File: src/rtl/rd1_ddr_addr_fifo_pkg.sv
// rtl/rd1_ddr_addr_fifo_pkg.sv - shared sizing and threshold constants for the read-channel-1 DDR address FIFO
package rd1_ddr_addr_fifo_pkg;
  localparam int DEPTH_WIDTH      = 8;
  localparam int DATA_WIDTH       = 10;
  localparam int DEPTH            = 2 ** DEPTH_WIDTH;
  localparam int ALMOST_FULL_NUM  = 31;
  localparam int ALMOST_EMPTY_NUM = 4;
endpackage

File: src/rtl/rd1_ddr_addr_fifo_ram.sv
// rtl/rd1_ddr_addr_fifo_ram.sv - simple dual-port RAM, synchronous write, registered read with enable
module rd1_ddr_addr_fifo_ram
  import rd1_ddr_addr_fifo_pkg::*;
#(
  parameter int AW = DEPTH_WIDTH,
  parameter int DW = DATA_WIDTH
) (
  input  logic          clk,
  input  logic          tb_rst,
  input  logic          wr_en,
  input  logic [AW-1:0] wr_addr,
  input  logic [DW-1:0] wr_data,
  input  logic          rd_en,
  input  logic [AW-1:0] rd_addr,
  output logic [DW-1:0] rd_data
);

  logic [DW-1:0] mem [2**AW];

  // Array is deliberately left out of reset so it maps onto block RAM.
  always_ff @(posedge clk) begin
    if (wr_en) mem[wr_addr] <= wr_data;
  end

  always_ff @(posedge clk or posedge tb_rst) begin
    if (tb_rst)     rd_data <= '0;
    else if (rd_en) rd_data <= mem[rd_addr];
  end

endmodule

File: src/rtl/rd1_ddr_addr_fifo.sv
// rtl/rd1_ddr_addr_fifo.sv - 256x10 single-clock FIFO with two-cycle registered read and level flags
module rd1_ddr_addr_fifo #(
  parameter int DEPTH_WIDTH      = rd1_ddr_addr_fifo_pkg::DEPTH_WIDTH,
  parameter int DATA_WIDTH       = rd1_ddr_addr_fifo_pkg::DATA_WIDTH,
  parameter int ALMOST_FULL_NUM  = rd1_ddr_addr_fifo_pkg::ALMOST_FULL_NUM,
  parameter int ALMOST_EMPTY_NUM = rd1_ddr_addr_fifo_pkg::ALMOST_EMPTY_NUM
) (
  input  logic                  clk,
  input  logic                  tb_rst,
  input  logic [DATA_WIDTH-1:0] wr_data,
  input  logic                  wr_en,
  output logic                  wr_full,
  output logic                  almost_full,
  input  logic                  rd_en,
  output logic [DATA_WIDTH-1:0] rd_data,
  output logic                  rd_empty,
  output logic                  almost_empty
);

  localparam logic [DEPTH_WIDTH:0] FULL_LVL = (DEPTH_WIDTH + 1)'(1 << DEPTH_WIDTH);
  localparam logic [DEPTH_WIDTH:0] AF_LVL   = (DEPTH_WIDTH + 1)'(ALMOST_FULL_NUM);
  localparam logic [DEPTH_WIDTH:0] AE_LVL   = (DEPTH_WIDTH + 1)'(ALMOST_EMPTY_NUM);

  logic [DEPTH_WIDTH-1:0] wptr, rptr;
  logic [DEPTH_WIDTH:0]   level;
  logic                   wr_acc, rd_acc, rd_pend;
  logic [DATA_WIDTH-1:0]  ram_q;

  assign wr_acc = wr_en && !wr_full;
  assign rd_acc = rd_en && !rd_empty;

  assign wr_full      = (level == FULL_LVL);
  assign rd_empty     = (level == '0);
  assign almost_full  = (level >= AF_LVL);
  assign almost_empty = (level <= AE_LVL);

  always_ff @(posedge clk or posedge tb_rst) begin
    if (tb_rst) begin
      wptr  <= '0;
      rptr  <= '0;
      level <= '0;
    end else begin
      if (wr_acc) wptr <= wptr + 1'b1;
      if (rd_acc) rptr <= rptr + 1'b1;
      case ({wr_acc, rd_acc})
        2'b10:   level <= level + 1'b1;
        2'b01:   level <= level - 1'b1;
        default: level <= level;
      endcase
    end
  end

  rd1_ddr_addr_fifo_ram #(
    .AW (DEPTH_WIDTH),
    .DW (DATA_WIDTH)
  ) u_ram (
    .clk     (clk),
    .tb_rst  (tb_rst),
    .wr_en   (wr_acc),
    .wr_addr (wptr),
    .wr_data (wr_data),
    .rd_en   (rd_acc),
    .rd_addr (rptr),
    .rd_data (ram_q)
  );

  // Output stage loads only the cycle after an accepted read, otherwise holds.
  always_ff @(posedge clk or posedge tb_rst) begin
    if (tb_rst) begin
      rd_pend <= 1'b0;
      rd_data <= '0;
    end else begin
      rd_pend <= rd_acc;
      if (rd_pend) rd_data <= ram_q;
    end
  end

endmodule

File: config.mk
export PLATFORM = sky130hd
export DESIGN_NAME = rd1_ddr_addr_fifo
export DESIGN_NICKNAME = d
export VERILOG_FILES = /design/src/rtl/rd1_ddr_addr_fifo_pkg.sv /design/src/rtl/rd1_ddr_addr_fifo_ram.sv /design/src/rtl/rd1_ddr_addr_fifo.sv
export SDC_FILE = /design/constraint.sdc
export NUM_CORES = 2
export LEC_CHECK = 0
export CAP_MARGIN = 15
export CORE_MARGIN = 1
export CORE_UTILIZATION = 55
export CTS_CLUSTER_SIZE = 40
export DETAILED_ROUTE_END_ITERATION = 10
export PLACE_DENSITY = 0.7
export SKIP_CTS_REPAIR_TIMING = 1
export SLEW_MARGIN = 20
export SYNTH_ARGS = -nofsm -noshare
export SYNTH_HDL_FRONTEND = slang
export SYNTH_SLANG_ARGS = --single-unit
File: constraint.sdc
create_clock -name clk -period 8.1 [get_ports clk]
set_input_delay 1.62 -clock clk [delete_from_list [all_inputs] [get_ports clk]]
set_output_delay 1.62 -clock clk [all_outputs]
set_load 0.05 [all_outputs]
Word level (Yosys, flattened, before mapping)
Memory sizes are Yosys's and may differ from the RTL's. A register that Yosys moved wholly into a read port is not among the register bits.
Index checks and enable logic that the tools add are counted.
Word-level totals
  input port bits: 14
  register bits: 36
  memory bits (writable): 2560
  output and inout bits: 14
  word-level logic and storage cells: 24
  memories: 1
Memories
  u_ram.mem: depth 256, width 10, read ports 1, clocked after memory_dff 1, wr ports 1, RTL line rd1_ddr_addr_fifo_ram.sv:18  | logic [DW-1:0] mem [2**AW];
Cells by class
  $add $sub $neg: 4
  multiplexer cells: 3
  reduce and logical (&&, ||, !) cells: 6
  order comparisons: 2
  eq/ne operators: 3
Operator list (count)
  9-bit one-hot mux with 2 select lines: 1
  8-bit by 1-bit adder with 8-bit output, second input constant: 2
  9-bit by 1-bit adder with 9-bit output, second input constant: 1
  9-bit equality test, second input constant: 1
  9-bit by 5-bit >= comparator with 1-bit output, second input constant: 1
  9-bit by 3-bit <= comparator with 1-bit output, second input constant: 1
  9-bit zero test: 1
  9-bit by 1-bit subtractor with 9-bit output, second input constant: 1
  2-bit by 1-bit equality test with 1-bit output, second input constant: 1
  2-bit equality test, second input constant: 1
  1-bit logical AND: 2
  1-bit zero test: 2
  1-bit 2-to-1 mux: 2
  2-bit nonzero test: 1

Longest topological paths before layout
  depth after elaboration: 5
  gate-level depth with buffers: 18
  gate-level depth less buffers: 16

Hierarchy
From an unflattened synthesis, not the netlist that was laid out.
Second synthesis, totals
  cells, all modules: 4989
  area total of the unflattened synthesis: 102122.9 µm²
Modules (own cells, without submodules)
  rd1_ddr_addr_fifo_ram: area an instance 100193.6 µm², cells an instance 4818, seq. area each 77124.0 µm², instances 1
  rd1_ddr_addr_fifo: area an instance 1929.4 µm², cells an instance 171, seq. area each 900.9 µm², instances 1

Worst setup path after synthesis
OpenSTA, ideal clock, no wires.
  path type: input to register
  from: in rd_en
  to: reg level[8]
  data arrival time: 4064 ps
  path buffers: 2
  required time: 7975 ps
  stages: 15
  library setup time: 125 ps
  path slack: 3910 ps
  cell sequence: nand2b_1 > clkbuf_1 > inv_1 > clkbuf_1 > ha_1 > inv_1 > fa_1 > nor2b_1 > o21ai_0 > a21boi_0 > o21ai_0 > a21oi_1 > xnor2_1 > nor2_1 > xor2_1
On the way
  word-level cells in the longest chain between the ends: 3
  elaborated cells on any way between the ends: 5
  those cells by class: eq/ne (2); mux (1); reduce/logical (2)
RTL lines
  start: declaration: RTL line rd1_ddr_addr_fifo.sv:14  | input logic rd_en,
  1-bit logical AND (*): RTL line rd1_ddr_addr_fifo.sv:30  | assign rd_acc = rd_en && !rd_empty;
  via rd_acc: RTL line rd1_ddr_addr_fifo.sv:26  | logic wr_acc, rd_acc, rd_pend;
  2-bit by 1-bit equality test with 1-bit output or 2-bit equality test (tied branches): RTL line rd1_ddr_addr_fifo.sv:45  | case ({wr_acc, rd_acc})
  9-bit one-hot mux with 2 select lines or 2-bit nonzero test (tied branches)
  end signal: assignment: RTL line rd1_ddr_addr_fifo.sv:46  | 2'b10: level <= level + 1'b1;
  end signal: assignment: RTL line rd1_ddr_addr_fifo.sv:47  | 2'b01: level <= level - 1'b1;
  end signal: assignment: RTL line rd1_ddr_addr_fifo.sv:48  | default: level <= level;
  end: declaration: RTL line rd1_ddr_addr_fifo.sv:25  | logic [DEPTH_WIDTH:0] level;
The timed path passes the listed nets; every way through them passes the cells marked *.
A chain may end at the register's enable or synchronous reset.

==> results summary <==
Of the total power, the clock network draws 0.305. The total setup violations reported at the end of the flow is 0. For met1 alone, demand over resource in global routing was 0.404. Yosys attributes the largest share of cell area to edfxtp_1 76%, mux4_2 13%, mux2i_1 2.0%. Of all cell types, the one taking the most synthesized area is edfxtp_1.

Of the total power, registers draw 0.412. After layout, the design draws a total of 0.0374 W. Setup repair after global routing left no endpoint under its margin.

The buffering stage count on the worst path with inverters included is 2. CTS saw 2606 sinks. After legalization and detailed placement, the total HPWL measured 146000 um. The number of nets still failing antenna checks after routing is 0. The fill cell instance count of the final layout is 12.4k. The number of nets in the final layout came out at 4844. For this run, asynchronously set or reset flops after synthesis account for 0.0177. The height of the chip came out at 431 um. IR analysis of the VDD net gives a maximum drop of 0.264 mV. The fraction of synthesized cell area taken by the top area cell type is 0.760. The die covers 186000 um2. Traced cell by cell, the critical path runs through buf_4 > buf_4 > nand3_1 > o21ai_1 > a31oi_1 > a31oi_1 > a21oi_1 > or4_1 > a31oi_1. The met2 usage came out at 0.414. The mean cell area of the mapped netlist came out at 21.3 um2.

The class of the most critical setup path is reg2reg. The area share of xor/xnor cells in the synthesized design came out at 0.00190. The cell type of the slowest stage on the worst timing path is dfrtp_4. The mean routed wirelength per cell is 34.3 um.

The floorplan step set the die width to 431 um. The max-capacitance violation count came out at 0. The maximum number of pins on one net before global-route repair came out at 190.

The clock latency on the worst-skew pair is 0.88 ns. The simple-gate area share of the yosys netlist came out at 0.0235. The part of the power in combinational logic came out at 0.284. The critical path startpoint category is a register. The highest achievable clock rate came out at 208 MHz. The post-route setup TNS came out at 0 ns. The most common cell after layout, fill and taps aside is edfxtp_1. Summed over all cells, the static leakage comes to 34.6 nW. At the pin with the least slew margin, the transition time is 1.27 ns.

The synthesized netlist contains 74 unique library cells. In this run the power spent charging and discharging nets is 0.0118 W. STA classifies the critical path endpoint as a register. The synthesized net count is 4770. The global routing stage identified its most utilized layer as met2.

Clock-pin slew was measured on the worst setup and hold paths at 0.06 ns. The non-filler instance count after layout is 7497. The via count came out at 50.1k.

Of the total synthesized cell area, the portion taken by full adders, half adders and majority gates is 0.00180. The final worst clock skew came out at 0.0386 ns. The number of synthesized register bits is 2606. The flow ran to the end, and the final reports show no timing, DRC or antenna violations. The cell-internal power came out at 0.0256 W. The initial antenna violation count is 11. The number of global-route vias before repair is 48.8k. The quantity of I/O buffers inserted on ports is 27. In the layout the commonest cells are 2560 x edfxtp_1, 591 x mux4_2, 320 x nor2_1. The share of the synthesized area in compound gates (AO/OA/AOI/OAI) was 0.0284. During I/O placement, the number of pins put on the boundary was 28. The worst path in the final design needs a cycle of 4.81 ns, including I/O delays and setup. Data on the critical path arrives at its endpoint at 5.61 ns. In the global route stage, met3 resource usage came out at 0.0750. The fraction of power spent switching nets came out at 0.316. The multiplexer fraction of the synthesized cell area came out at 0.157. The number of H-tree levels is 4. The total of warnings raised by yosys came out at 0. The number of remaining DRC errors came out at 0.

TritonCTS built the clock tree. The initial DRC count came out at 7228. The total wirelength of the detailed-routed design came out at 257000 um. Among the stages of the critical path, the cell type that occurs most often is a31oi_1. By area, the combinational part of the netlist is dominated by multiplexers.

Summed over all layers, the global routing overflow is 0. The first-pass detailed-route iteration total is 7. For this run, the leading register cell type out of synthesis is edfxtp_1. In this run the power density over the cells is 334 nW/um2.

The max-slew violation count came out at 0. The cell at the root of the clock tree is clkbuf_16. The wire length of the first global-routing pass is 364000 um. The post-synthesis instance area is 101000 um2. The area of the placeable core is 183000 um2. Using the TritonRoute via totals, the vias-per-cell ratio works out to 6.69. The cell count after synthesis came out at 4742. In this run the worst hold path is classified as reg2reg.

The sequential cell area fraction in the yosys report is 0.771. In this run, synthesis inferred 2560 flip-flops with an integrated enable. The number of buffers added by the clock tree synthesis step came out at 241. The total count of hold-check failures in the final report is 0. The maximum cell stage delay along the critical path is 1.20 ns. Of all nets on the critical path, the largest fanout is 58.

The family with the most delay on the worst path is buffers and inverters. The count of placed standard cells including taps came out at 7037. Data on the critical path is required at its endpoint by 8.89 ns. The proportion of layout cells with a drive suffix above 1 is 0.220.

The weighted congestion reported at the end of routability-driven placement came out at 0.874. The area growth from synthesis to layout is 10.6%. The number of buffers between clock root and the deepest sink came out at 3. The overall track demand over capacity in global routing came out at 0.278. The number of rows in the core area came out at 157. The final standard cell utilization of the core is 0.612. The relative slew slack came out at 0.154. The final critical-path share of the clock period is 0.594.

For this configuration, the core starts out at a cell density of 0.553.
==> routing by layer <==
layer	share of wire	vias to the layer above	wire [um]
li1	-	20000	-
met1	0.39	26300	99300
met2	0.46	3343	119000
met3	0.12	467	30800
met4	0.033	8	8450
met5	0.00018	-	46
==> power groups by stage <==
| stage | clock, W | sequential [W] | combinational (W) |
|---|---|---|---|
| 2_1_floorplan | 0 | 0.0155 | 0.00692 |
| 3_3_place_gp | 0 | 0.0157 | 0.0104 |
| 3_5_place_dp | 0 | 0.0157 | 0.0105 |
| 4_1_cts | 0.0115 | 0.0154 | 0.0105 |
| 5_1_grt | 0.0120 | 0.0154 | 0.0109 |
| 6_report | 0.0114 | 0.0154 | 0.0106 |
==> layout make-up <==
class                   count  area, um2  area share
multi-input cells        1841      21600       0.193
repair buffers            112       1150      0.0102
diodes                      2       5.00   0.0000447
flip-flops and latches   2606      78000       0.697
well taps                2464       3080      0.0275
clock inverters           142       1500      0.0134
inverters                  14       55.1    0.000492
clock buffers             316       6470      0.0578
==> registers in the layout, indices dropped and copies added (netlist names) <==
signal and flops:
rptr 8, u_ram.rd_data 10, rd_pend 1, rd_data 10, wptr 8, level 9
u_ram.mem 2560
==> cells in the mapped netlist, types with 16 or more instances <==
cell type	instances
a211oi_1	32
a21oi_1	65
a22oi_1	67
a31oi_1	17
buf_2	102
buf_4	29
buf_6	33
clkbuf_1	105
dfrtp_1	46
edfxtp_1	2560
mux2_2	41
mux2i_1	205
mux4_2	591
nand2_1	81
nand3_1	50
nor2_1	321
nor2b_1	16
nor3_1	26
o21ai_0	39
o21ai_1	19
o221ai_1	29
o22ai_1	51
xnor2_1	17
==> per-stage QoR <==
stage / setup slack [ns] / area [um2] / hold WS (ns)
2_1_floorplan: 3.91 / 101000 / 0.454
3_3_place_gp: 2.86 / 104000 / 0.477
3_5_place_dp: 2.89 / 104000 / 0.480
4_1_cts: 3.37 / 112000 / 0.489
5_1_grt: 3.27 / 112000 / 0.532
6_report: 3.29 / 112000 / 0.494
==> path summary, 6_finish.rpt <==
kind,start,end,slack (ns),depth (start not counted)
max,rptr[1]$_DFFE_PP0P_,u_ram.rd_data[2]$_DFFE_PP0P_,3.29,9
min,level[8]$_DFFE_PP0P_,level[8]$_DFFE_PP0P_,0.49,1
max reg2reg,rptr[1]$_DFFE_PP0P_,u_ram.rd_data[2]$_DFFE_PP0P_,3.29,9
min reg2reg,level[8]$_DFFE_PP0P_,level[8]$_DFFE_PP0P_,0.49,1
max in group asynchronous,tb_rst,rptr[4]$_DFFE_PP0P_,6.30,3
min in group asynchronous,tb_rst,level[7]$_DFFE_PP0P_,1.23,3
==> kinds of logic after synthesis <==
family / Yosys count
AOI/OAI and AO/OA: 414
xor gates and xnor gates: 22
adders and majority gates: 14
buffers and inverters: 295
DFF: 2606
muxes: 839
and+or+nand+nor: 552
Note: power is estimated with default switching activity, not from simulation.
